[config.mk]
export PLATFORM = sky130hd
export DESIGN_NAME = stopwatch_datapath
export DESIGN_NICKNAME = d
export VERILOG_FILES = /design/src/rtl/stopwatch_pkg.sv /design/src/rtl/stopwatch_datapath_tick_gen.sv /design/src/rtl/stopwatch_datapath.sv
export SDC_FILE = /design/constraint.sdc
export NUM_CORES = 1
export LEC_CHECK = 0
export ABC_AREA = 1
export BUFFER_PORTS_ARGS = -buffer_cell sky130_fd_sc_hd__clkbuf_2
export CORE_MARGIN = 1
export CORE_UTILIZATION = 40
export CTS_BUF_LIST = sky130_fd_sc_hd__clkbuf_8 sky130_fd_sc_hd__clkbuf_16
export DETAILED_ROUTE_END_ITERATION = 7
export GPL_TIMING_DRIVEN = 0
export HOLD_SLACK_MARGIN = 0.1
export PLACE_DENSITY = 0.65
export SYNTH_ARGS = -nofsm -noshare
export SYNTH_HDL_FRONTEND = slang
export SYNTH_SLANG_ARGS = --single-unit
[constraint.sdc]
create_clock -name clk -period 1.7 [get_ports clk]
set_input_delay 0.085 -clock clk [delete_from_list [all_inputs] [get_ports clk]]
set_output_delay 0.085 -clock clk [all_outputs]
set_load 0.005 [all_outputs]
[src/rtl/stopwatch_pkg.sv]
// stopwatch_pkg: control states, counter limits and time-bus widths
// shared by the stopwatch datapath and its tick generator.
package stopwatch_pkg;

  typedef enum logic [1:0] {
    STOP  = 2'd0,
    RUN   = 2'd1,
    CLEAR = 2'd2
  } state_e;

  localparam int MSEC_W = 7;
  localparam int SEC_W  = 6;
  localparam int MIN_W  = 6;
  localparam int HOUR_W = 5;

  localparam logic [MSEC_W-1:0] MSEC_MAX = 7'd99;
  localparam logic [SEC_W-1:0]  SEC_MAX  = 6'd59;
  localparam logic [MIN_W-1:0]  MIN_MAX  = 6'd59;

endpackage

[src/rtl/stopwatch_datapath_tick_gen.sv]
// tick_gen: divide-by-DIV counter that holds while disabled and
// emits a one-cycle tick on its last count.
module tick_gen #(
  parameter int DIV = 1_000_000
) (
  input  logic clk,
  input  logic rst,
  input  logic enable,
  input  logic clear,
  output logic tick
);

  localparam int CW = (DIV > 1) ? $clog2(DIV) : 1;
  localparam logic [CW-1:0] LAST = CW'(DIV - 1);

  logic [CW-1:0] cnt_q, cnt_d;

  assign tick = enable && (cnt_q == LAST);

  always_comb begin
    cnt_d = cnt_q;
    if (clear) begin
      cnt_d = '0;
    end else if (tick) begin
      cnt_d = '0;
    end else if (enable) begin
      cnt_d = cnt_q + 1'b1;
    end
  end

  always_ff @(posedge clk) begin
    if (rst) begin
      cnt_q <= '0;
    end else begin
      cnt_q <= cnt_d;
    end
  end

endmodule

[src/rtl/stopwatch_datapath.sv]
// stopwatch_datapath: STOP/RUN/CLEAR control with hh:mm:ss.cc counter chain.
// Optional lap freeze of the outputs when STOPWATCH_LAP_EN is defined.
module stopwatch_datapath
  import stopwatch_pkg::*;
#(
  parameter int CLK_FREQ = 100_000_000,
  parameter int TICK_HZ  = 100,
  parameter int HOUR_MOD = 24
) (
  input  logic              clk,
  input  logic              rst,
  input  logic              btn_run_stop,
  input  logic              btn_clear,
`ifdef STOPWATCH_LAP_EN
  input  logic              btn_lap,
`endif
  output logic [MSEC_W-1:0] msec,
  output logic [SEC_W-1:0]  sec,
  output logic [MIN_W-1:0]  min,
  output logic [HOUR_W-1:0] hour,
  output logic              running
);

  localparam int DIV = CLK_FREQ / TICK_HZ;
  localparam logic [HOUR_W-1:0] HOUR_MAX = HOUR_W'(HOUR_MOD - 1);

  state_e              state_q, state_d;
  logic                running_q;
  logic                tick;
  logic [MSEC_W-1:0]   msec_q, msec_d;
  logic [SEC_W-1:0]    sec_q, sec_d;
  logic [MIN_W-1:0]    min_q, min_d;
  logic [HOUR_W-1:0]   hour_q, hour_d;

  tick_gen #(
    .DIV(DIV)
  ) u_tick (
    .clk   (clk),
    .rst   (rst),
    .enable(state_q == RUN),
    .clear (state_q == CLEAR),
    .tick  (tick)
  );

  always_comb begin
    state_d = STOP;
    case (state_q)
      STOP: begin
        if (btn_clear)         state_d = CLEAR;
        else if (btn_run_stop) state_d = RUN;
        else                   state_d = STOP;
      end
      RUN:     state_d = btn_run_stop ? STOP : RUN;
      CLEAR:   state_d = STOP;
      default: state_d = STOP;
    endcase
  end

  always_ff @(posedge clk) begin
    if (rst) begin
      state_q   <= STOP;
      running_q <= 1'b0;
    end else begin
      state_q   <= state_d;
      running_q <= (state_d == RUN);
    end
  end

  // Carry ripples through the whole chain within one edge.
  always_comb begin
    msec_d = msec_q;
    sec_d  = sec_q;
    min_d  = min_q;
    hour_d = hour_q;
    if (state_q == CLEAR) begin
      msec_d = '0;
      sec_d  = '0;
      min_d  = '0;
      hour_d = '0;
    end else if (tick) begin
      if (msec_q == MSEC_MAX) begin
        msec_d = '0;
        if (sec_q == SEC_MAX) begin
          sec_d = '0;
          if (min_q == MIN_MAX) begin
            min_d = '0;
            if (hour_q == HOUR_MAX) hour_d = '0;
            else                    hour_d = hour_q + 1'b1;
          end else begin
            min_d = min_q + 1'b1;
          end
        end else begin
          sec_d = sec_q + 1'b1;
        end
      end else begin
        msec_d = msec_q + 1'b1;
      end
    end
  end

  always_ff @(posedge clk) begin
    if (rst) begin
      msec_q <= '0;
      sec_q  <= '0;
      min_q  <= '0;
      hour_q <= '0;
    end else begin
      msec_q <= msec_d;
      sec_q  <= sec_d;
      min_q  <= min_d;
      hour_q <= hour_d;
    end
  end

  assign running = running_q;

`ifdef STOPWATCH_LAP_EN
  logic                frz_q;
  logic [MSEC_W-1:0]   lap_msec_q;
  logic [SEC_W-1:0]    lap_sec_q;
  logic [MIN_W-1:0]    lap_min_q;
  logic [HOUR_W-1:0]   lap_hour_q;

  // Snapshot holds pre-edge live values; leaving RUN drops the freeze.
  always_ff @(posedge clk) begin
    if (rst || state_q == CLEAR) begin
      frz_q      <= 1'b0;
      lap_msec_q <= '0;
      lap_sec_q  <= '0;
      lap_min_q  <= '0;
      lap_hour_q <= '0;
    end else if (state_d != RUN) begin
      frz_q <= 1'b0;
    end else if (state_q == RUN && btn_lap) begin
      frz_q <= ~frz_q;
      if (!frz_q) begin
        lap_msec_q <= msec_q;
        lap_sec_q  <= sec_q;
        lap_min_q  <= min_q;
        lap_hour_q <= hour_q;
      end
    end
  end

  assign msec = frz_q ? lap_msec_q : msec_q;
  assign sec  = frz_q ? lap_sec_q  : sec_q;
  assign min  = frz_q ? lap_min_q  : min_q;
  assign hour = frz_q ? lap_hour_q : hour_q;
`else
  assign msec = msec_q;
  assign sec  = sec_q;
  assign min  = min_q;
  assign hour = hour_q;
`endif

endmodule

After elaboration in Yosys (flattened, before gate mapping)

Cells that the tools add are included.

Register bits: 47
Input port bits: 4
Output and inout port bits: 25
Word-level logic and storage cells: 35

Add/subtract/negate cells: 5
Equality and inequality tests: 8
Multiplexer cells: 8
Reduce and logical (&&, ||, !) cells: 7

Operator list:

| cell                                                 | count |
|---|---|
| adder 20 x 1 -> 20 bit (second input constant)       | 1 |
| equality test 20 bit (second input constant)         | 1 |
| adder 6 x 1 -> 6 bit (second input constant)         | 2 |
| equality test 6 bit (second input constant)          | 2 |
| two-way mux 6 bit                                    | 2 |
| adder 7 x 1 -> 7 bit (second input constant)         | 1 |
| equality test 7 bit (second input constant)          | 1 |
| two-way mux 7 bit                                    | 1 |
| adder 5 x 1 -> 5 bit (second input constant)         | 1 |
| equality test 5 bit (second input constant)          | 1 |
| two-way mux 5 bit                                    | 1 |
| equality test 2 x 1 -> 1 bit (second input constant) | 2 |
| one-hot mux 2 bit (2 select lines)                   | 1 |
| AND reduction 4 bit                                  | 1 |
| AND reduction 3 bit                                  | 1 |
| OR reduction 3 bit                                   | 1 |
| equality test 2 bit (second input constant)          | 1 |
| logical NOT 2 bit                                    | 1 |
| two-way mux 1 bit                                    | 2 |
| two-way mux 2 bit                                    | 1 |
| AND reduction 2 bit                                  | 1 |
| OR reduction 2 bit                                   | 1 |
| logical AND 1 bit                                    | 1 |

Logic depth before layout (Yosys ltp)

Depth in word-level cells: 4
Depth in mapped cells: 10

Modules after synthesis

Synthesis repeated with hierarchy kept, for this count alone.

Cells, all modules: 367
Area, all modules: 2476.1 um^2

By module, submodules not included:

| module             | instances | cells an instance | area an instance (um^2) | sequential area each (um^2) |
|---|---|---|---|---|
| stopwatch_datapath | 1         | 204               | 1385.1                  | 540.5 |
| tick_gen           | 1         | 163               | 1091.0                  | 400.4 |

Worst setup path before layout

No wires, ideal clock.

Path type: register -> register
From: register min_q[0], in the netlist min[0]
To: register hour_q[2], in the netlist hour[2]
Data arrival time: 1414 ps
Data required time: 1587 ps
Setup slack: 173 ps
Cell stages (with the launch flop): 11
Path buffers: 0
Clock period less this slack: 1527 ps
Cell sequence: dfxtp_1 > ha_1 > inv_1 > nor2_1 > nand4_1 > nor2_1 > nand2_1 > nor2_2 > nand2_1 > nand2_1 > nor2_1

Cells in the longest elaborated chain, start to end: 2

Ends and longest elaborated chain:

| what                                 | RTL line                  | RTL |
|---|---|---|
| start: declaration                   | stopwatch_datapath.sv:32  | `logic [MIN_W-1:0] min_q, min_d;` |
| start signal: assignment             | stopwatch_datapath.sv:110 | `min_q <= min_d;` |
| equality test 6 bit                  | stopwatch_datapath.sv:85  | `if (min_q == MIN_MAX) begin` |
| AND reduction 4 bit (no source line) | n/a                       |  |
| end signal: assignment               | stopwatch_datapath.sv:111 | `hour_q <= hour_d;` |
| end: declaration                     | stopwatch_datapath.sv:33  | `logic [HOUR_W-1:0] hour_q, hour_d;` |

No other way between the ends.
A chain may end at the register's enable or synchronous reset.

Worst setup path in the final report

From: register u_tick.cnt_q[0]
To: register hour_q[2], in the netlist hour[2]

Cells in the longest elaborated chain, start to end: 3

Ends and longest elaborated chain:

| what                                 | RTL line                          | RTL |
|---|---|---|
| start: declaration                   | stopwatch_datapath_tick_gen.sv:16 | `logic [CW-1:0] cnt_q, cnt_d;` |
| start signal: assignment             | stopwatch_datapath_tick_gen.sv:35 | `cnt_q <= cnt_d;` |
| equality test 20 bit                 | stopwatch_datapath_tick_gen.sv:18 | `assign tick = enable && (cnt_q == LAST);` |
| logical AND 1 bit                    | stopwatch_datapath_tick_gen.sv:18 |  |
| AND reduction 4 bit (no source line) | n/a                               |  |

No other way between the ends.

==> flow_metrics.py <==
metrics = {
    "synthesis": {
        "synth_fp_nets": 388,
        "synthCells": 379,
        "ys_seq_area_share_pct": 35.8,
        "syn_area_per_cell_sq_um": 6.94,
        "synth.cell_area_sq_mm": 0.00263,
        "synth.area.top_cells": "dfxtp_1 36%, nand2_1 12%, nor2_1 7.7%, inv_1 6.6%, nand3_1 4.9%",
        "synth.distinct_cells": 34,
        "ys_warn_count": 0,
        "yosysTopAreaCellShare_pct": 35.8,
        "synth.ff_latch_count": 47,
        "yosys.area.top_type": "dfxtp_1",
    },
    "critical_path": {
        "critPathBufInv": 0,
        "critPathTopFamily": "simple AND/OR/NAND/NOR gates",
        "critPathArrivalTime_ps": 1800,
        "slowest_stage": "dfxtp_4",
        "endpoint_kind": "register",
        "cp_max_fo": 4,
        "crit_path_max_incr_delay_ps": 370,
        "r2r_slack_ps": 100,
        "cp_cell_sequence": "ha_4, nand2_2, nor2_4, nand3_2, nor2_4, nand3_4, nor2_2, nand2_1, nand2_1, nor2_1",
        "r2r_start": "u_tick.cnt_q[0]",
        "timing_worst_setup_path_type": "register to register",
        "r2r_end": "hour[2]",
        "reg2regPathDepth": 10,
        "crit_required_ps": 1910,
        "cp-start-kind": "register",
    },
    "global_route": {
        "grt_start_max_net_pins": 14,
        "grt-ovfl-total": 0,
        "antenna_found_initial": 0,
        "grt_pass1_vias": 2305,
        "grt_pass1_wl_microns": 10100,
        "grt_util_all_layers_pct": 17.5,
    },
    "clock_network": {
        "cts_inserted_buffers": 5,
        "tritoncts": "yes",
        "cts.sinks": 47,
        "clkLatencyLatePin_ps": 300,
        "cts-root-buf": "clkbuf_8",
        "ctsLongestPathBuffers": 2,
        "ctsHtreeMaxLevel": 2,
        "path_clk_slew_ps": 80,
    },
    "sta": {
        "finalCritPeriodShare_pct": 94.1,
        "hold_viol": 0,
        "relSlewSlack_pct": 76.8,
        "timing.setup.tns_ps": 0,
        "slew_violations": 0,
        "clock.fmax_mhz": 625,
        "whs_ps": 466,
        "min_period_ps": 1600,
        "skew_ps": 5.39,
        "max_slew.worst_pin.slew_ps": 348,
        "setup_viol": 0,
    },
    "run_status": {
        "run_status": "finished clean",
    },
    "finish": {
        "final_nets": 437,
        "synthToLayoutAreaGrowth_pct": 22.6,
        "drive_above_1_share_pct": 23.8,
        "n_antenna_cell": 0,
        "utilization_pct": 50.8,
    },
    "floorplanning": {
        "initial_core_util_pct": 41.4,
        "pin_count": 29,
        "dieHeight_microns": 83.1,
        "core_sq_mm": 0.00635,
        "placement_rows": 29,
        "die_x_microns": 83.1,
        "die_area_sq_mm": 0.00691,
    },
    "min_path": {
        "whs_path_depth": 1,
        "hold_start": "state_q[0]",
        "min_path_type": "register to register",
        "hold_end": "state_q[1]",
    },
    "drt": {
        "ant_nets": 0,
        "viasPerCell": 5.00,
        "wl_per_cell_microns": 11.5,
        "drt_iter0_drc": 122,
        "dr.pass1.iters": 4,
        "wl_microns": 5820,
        "drc": 0,
        "via_count": 2523,
    },
    "job": {
        "cap_violations": 0,
    },
    "power_and_ir_drop": {
        "leakage_nw": 1.33,
        "p_per_area_mw_per_mm2": 593,
        "ir_drop_mv": 0.311,
    },
    "placed_design": {
        "io_buffers": 28,
        "dpl.hpwl_microns": 4090,
        "gp_congestion": 0.847,
    },
}
-- metrics by stage --
stage / cells / setup slack [ps] / instance area (sq um) / power [mW]
floorplan: 379 / 173 / 2630 / 1.20
global placement: 484 / -50.6 / 2870 / 1.23
detailed placement: 484 / -80.8 / 2870 / 1.23
CTS: 498 / 9.56 / 3060 / 1.92
global route: 505 / -27.9 / 3230 / 2.00
finish: 505 / 101 / 3230 / 1.91
-- final cells by class --
cell class	instances	area [sq um]
fill	609	3120
multi-input combinational	279	1600
sequential	47	951
timing repair buffer	41	285
inverter	52	195
tap	77	96.3
clock buffer	6	82.6
buffer	2	16.3
clock inverter	1	5.00
-- where the power goes --
group	internal (mW)	leakage (nW)	total [mW]	switching, mW
Combinational	0.0429	0.902	0.109	0.0663
Sequential	1.11	0.382	1.12	0.00861
Clock	0.320	0.0470	0.689	0.370
-- state kept, by name, indices dropped and copies added (netlist names) --
signal,cells
hour,5
min,6
msec,7
running,1
sec,6
state_q,2
u_tick.cnt_q,20
-- what timing repair did --
| action | CTS | global route |
|---|---|---|
| cloned | 0 | 1 |
| endpoints found under the setup margin | 24 | 37 |
| resized for setup | 5 | 23 |
| buffers inserted | 3 | 6 |
| hold buffers | 4 | 0 |
| pin swaps | 2 | 10 |
| endpoints found under the hold margin | 3 | 0 |
-- Yosys cell counts (all sizes together) --
master,number
nor3,14
o21ai,16
dfxtp,47
nand4,12
or2,1
nor2,68
a22oi,1
a211oi,2
nor4,1
buf,2
nor3b,2
a21o,1
nand2,89
a21oi,26
a31oi,1
inv,52
ha,5
xor2,8
nand3,31
-- metal layers --
metal | vias up | GRT usage, % | wire length (microns)
met3 | 2 | 2.88 | 228
li1 | 1327 | - | -
met1 | 1151 | 23.5 | 2820
met2 | 43 | 27.9 | 2720
met4 | 0 | 6.58 | 44
met5 | - | 0 | 0
-- cell families (layout without fill, tap and decap cells) --
logic type,after synthesis,count (layout),share of synthesized area (%)
compound gates,47,47,9.80
xor+xnor,8,8,2.66
fa+ha+maj,5,5,2.38
buf+inv,54,102,8.04
flops,47,47,35.8
simple gates,218,219,41.4
-- cells in the final DEF (no fill, tap or decap), drive strengths merged --
cell type	netlist	final
nand4	12	13
xor2	8	8
nand2	89	89
clkinv	0	1
nor3	14	14
buf	2	11
a211oi	2	2
nor2	68	68
clkbuf	0	34
a22oi	1	1
a21oi	26	26
nor3b	2	2
o21ai	16	16
ha	5	5
a31oi	1	1
nand3	31	31
nor4	1	1
dfxtp	47	47
dlygate4sd3	0	4
a21o	1	1
or2	1	1
inv	52	52
-- how the worst max path moves through the flow --
stage	from	to	cells past startpoint
floorplan	min[0]	hour[2]	10
global placement	msec[0]	sec[3]	8
detailed placement	msec[0]	sec[5]	8
CTS	u_tick.cnt_q[0]	sec[5]	10
global route	min[0]	hour[2]	10
finish	u_tick.cnt_q[0]	hour[2]	10
Note: power is estimated with default switching activity, not from simulation.
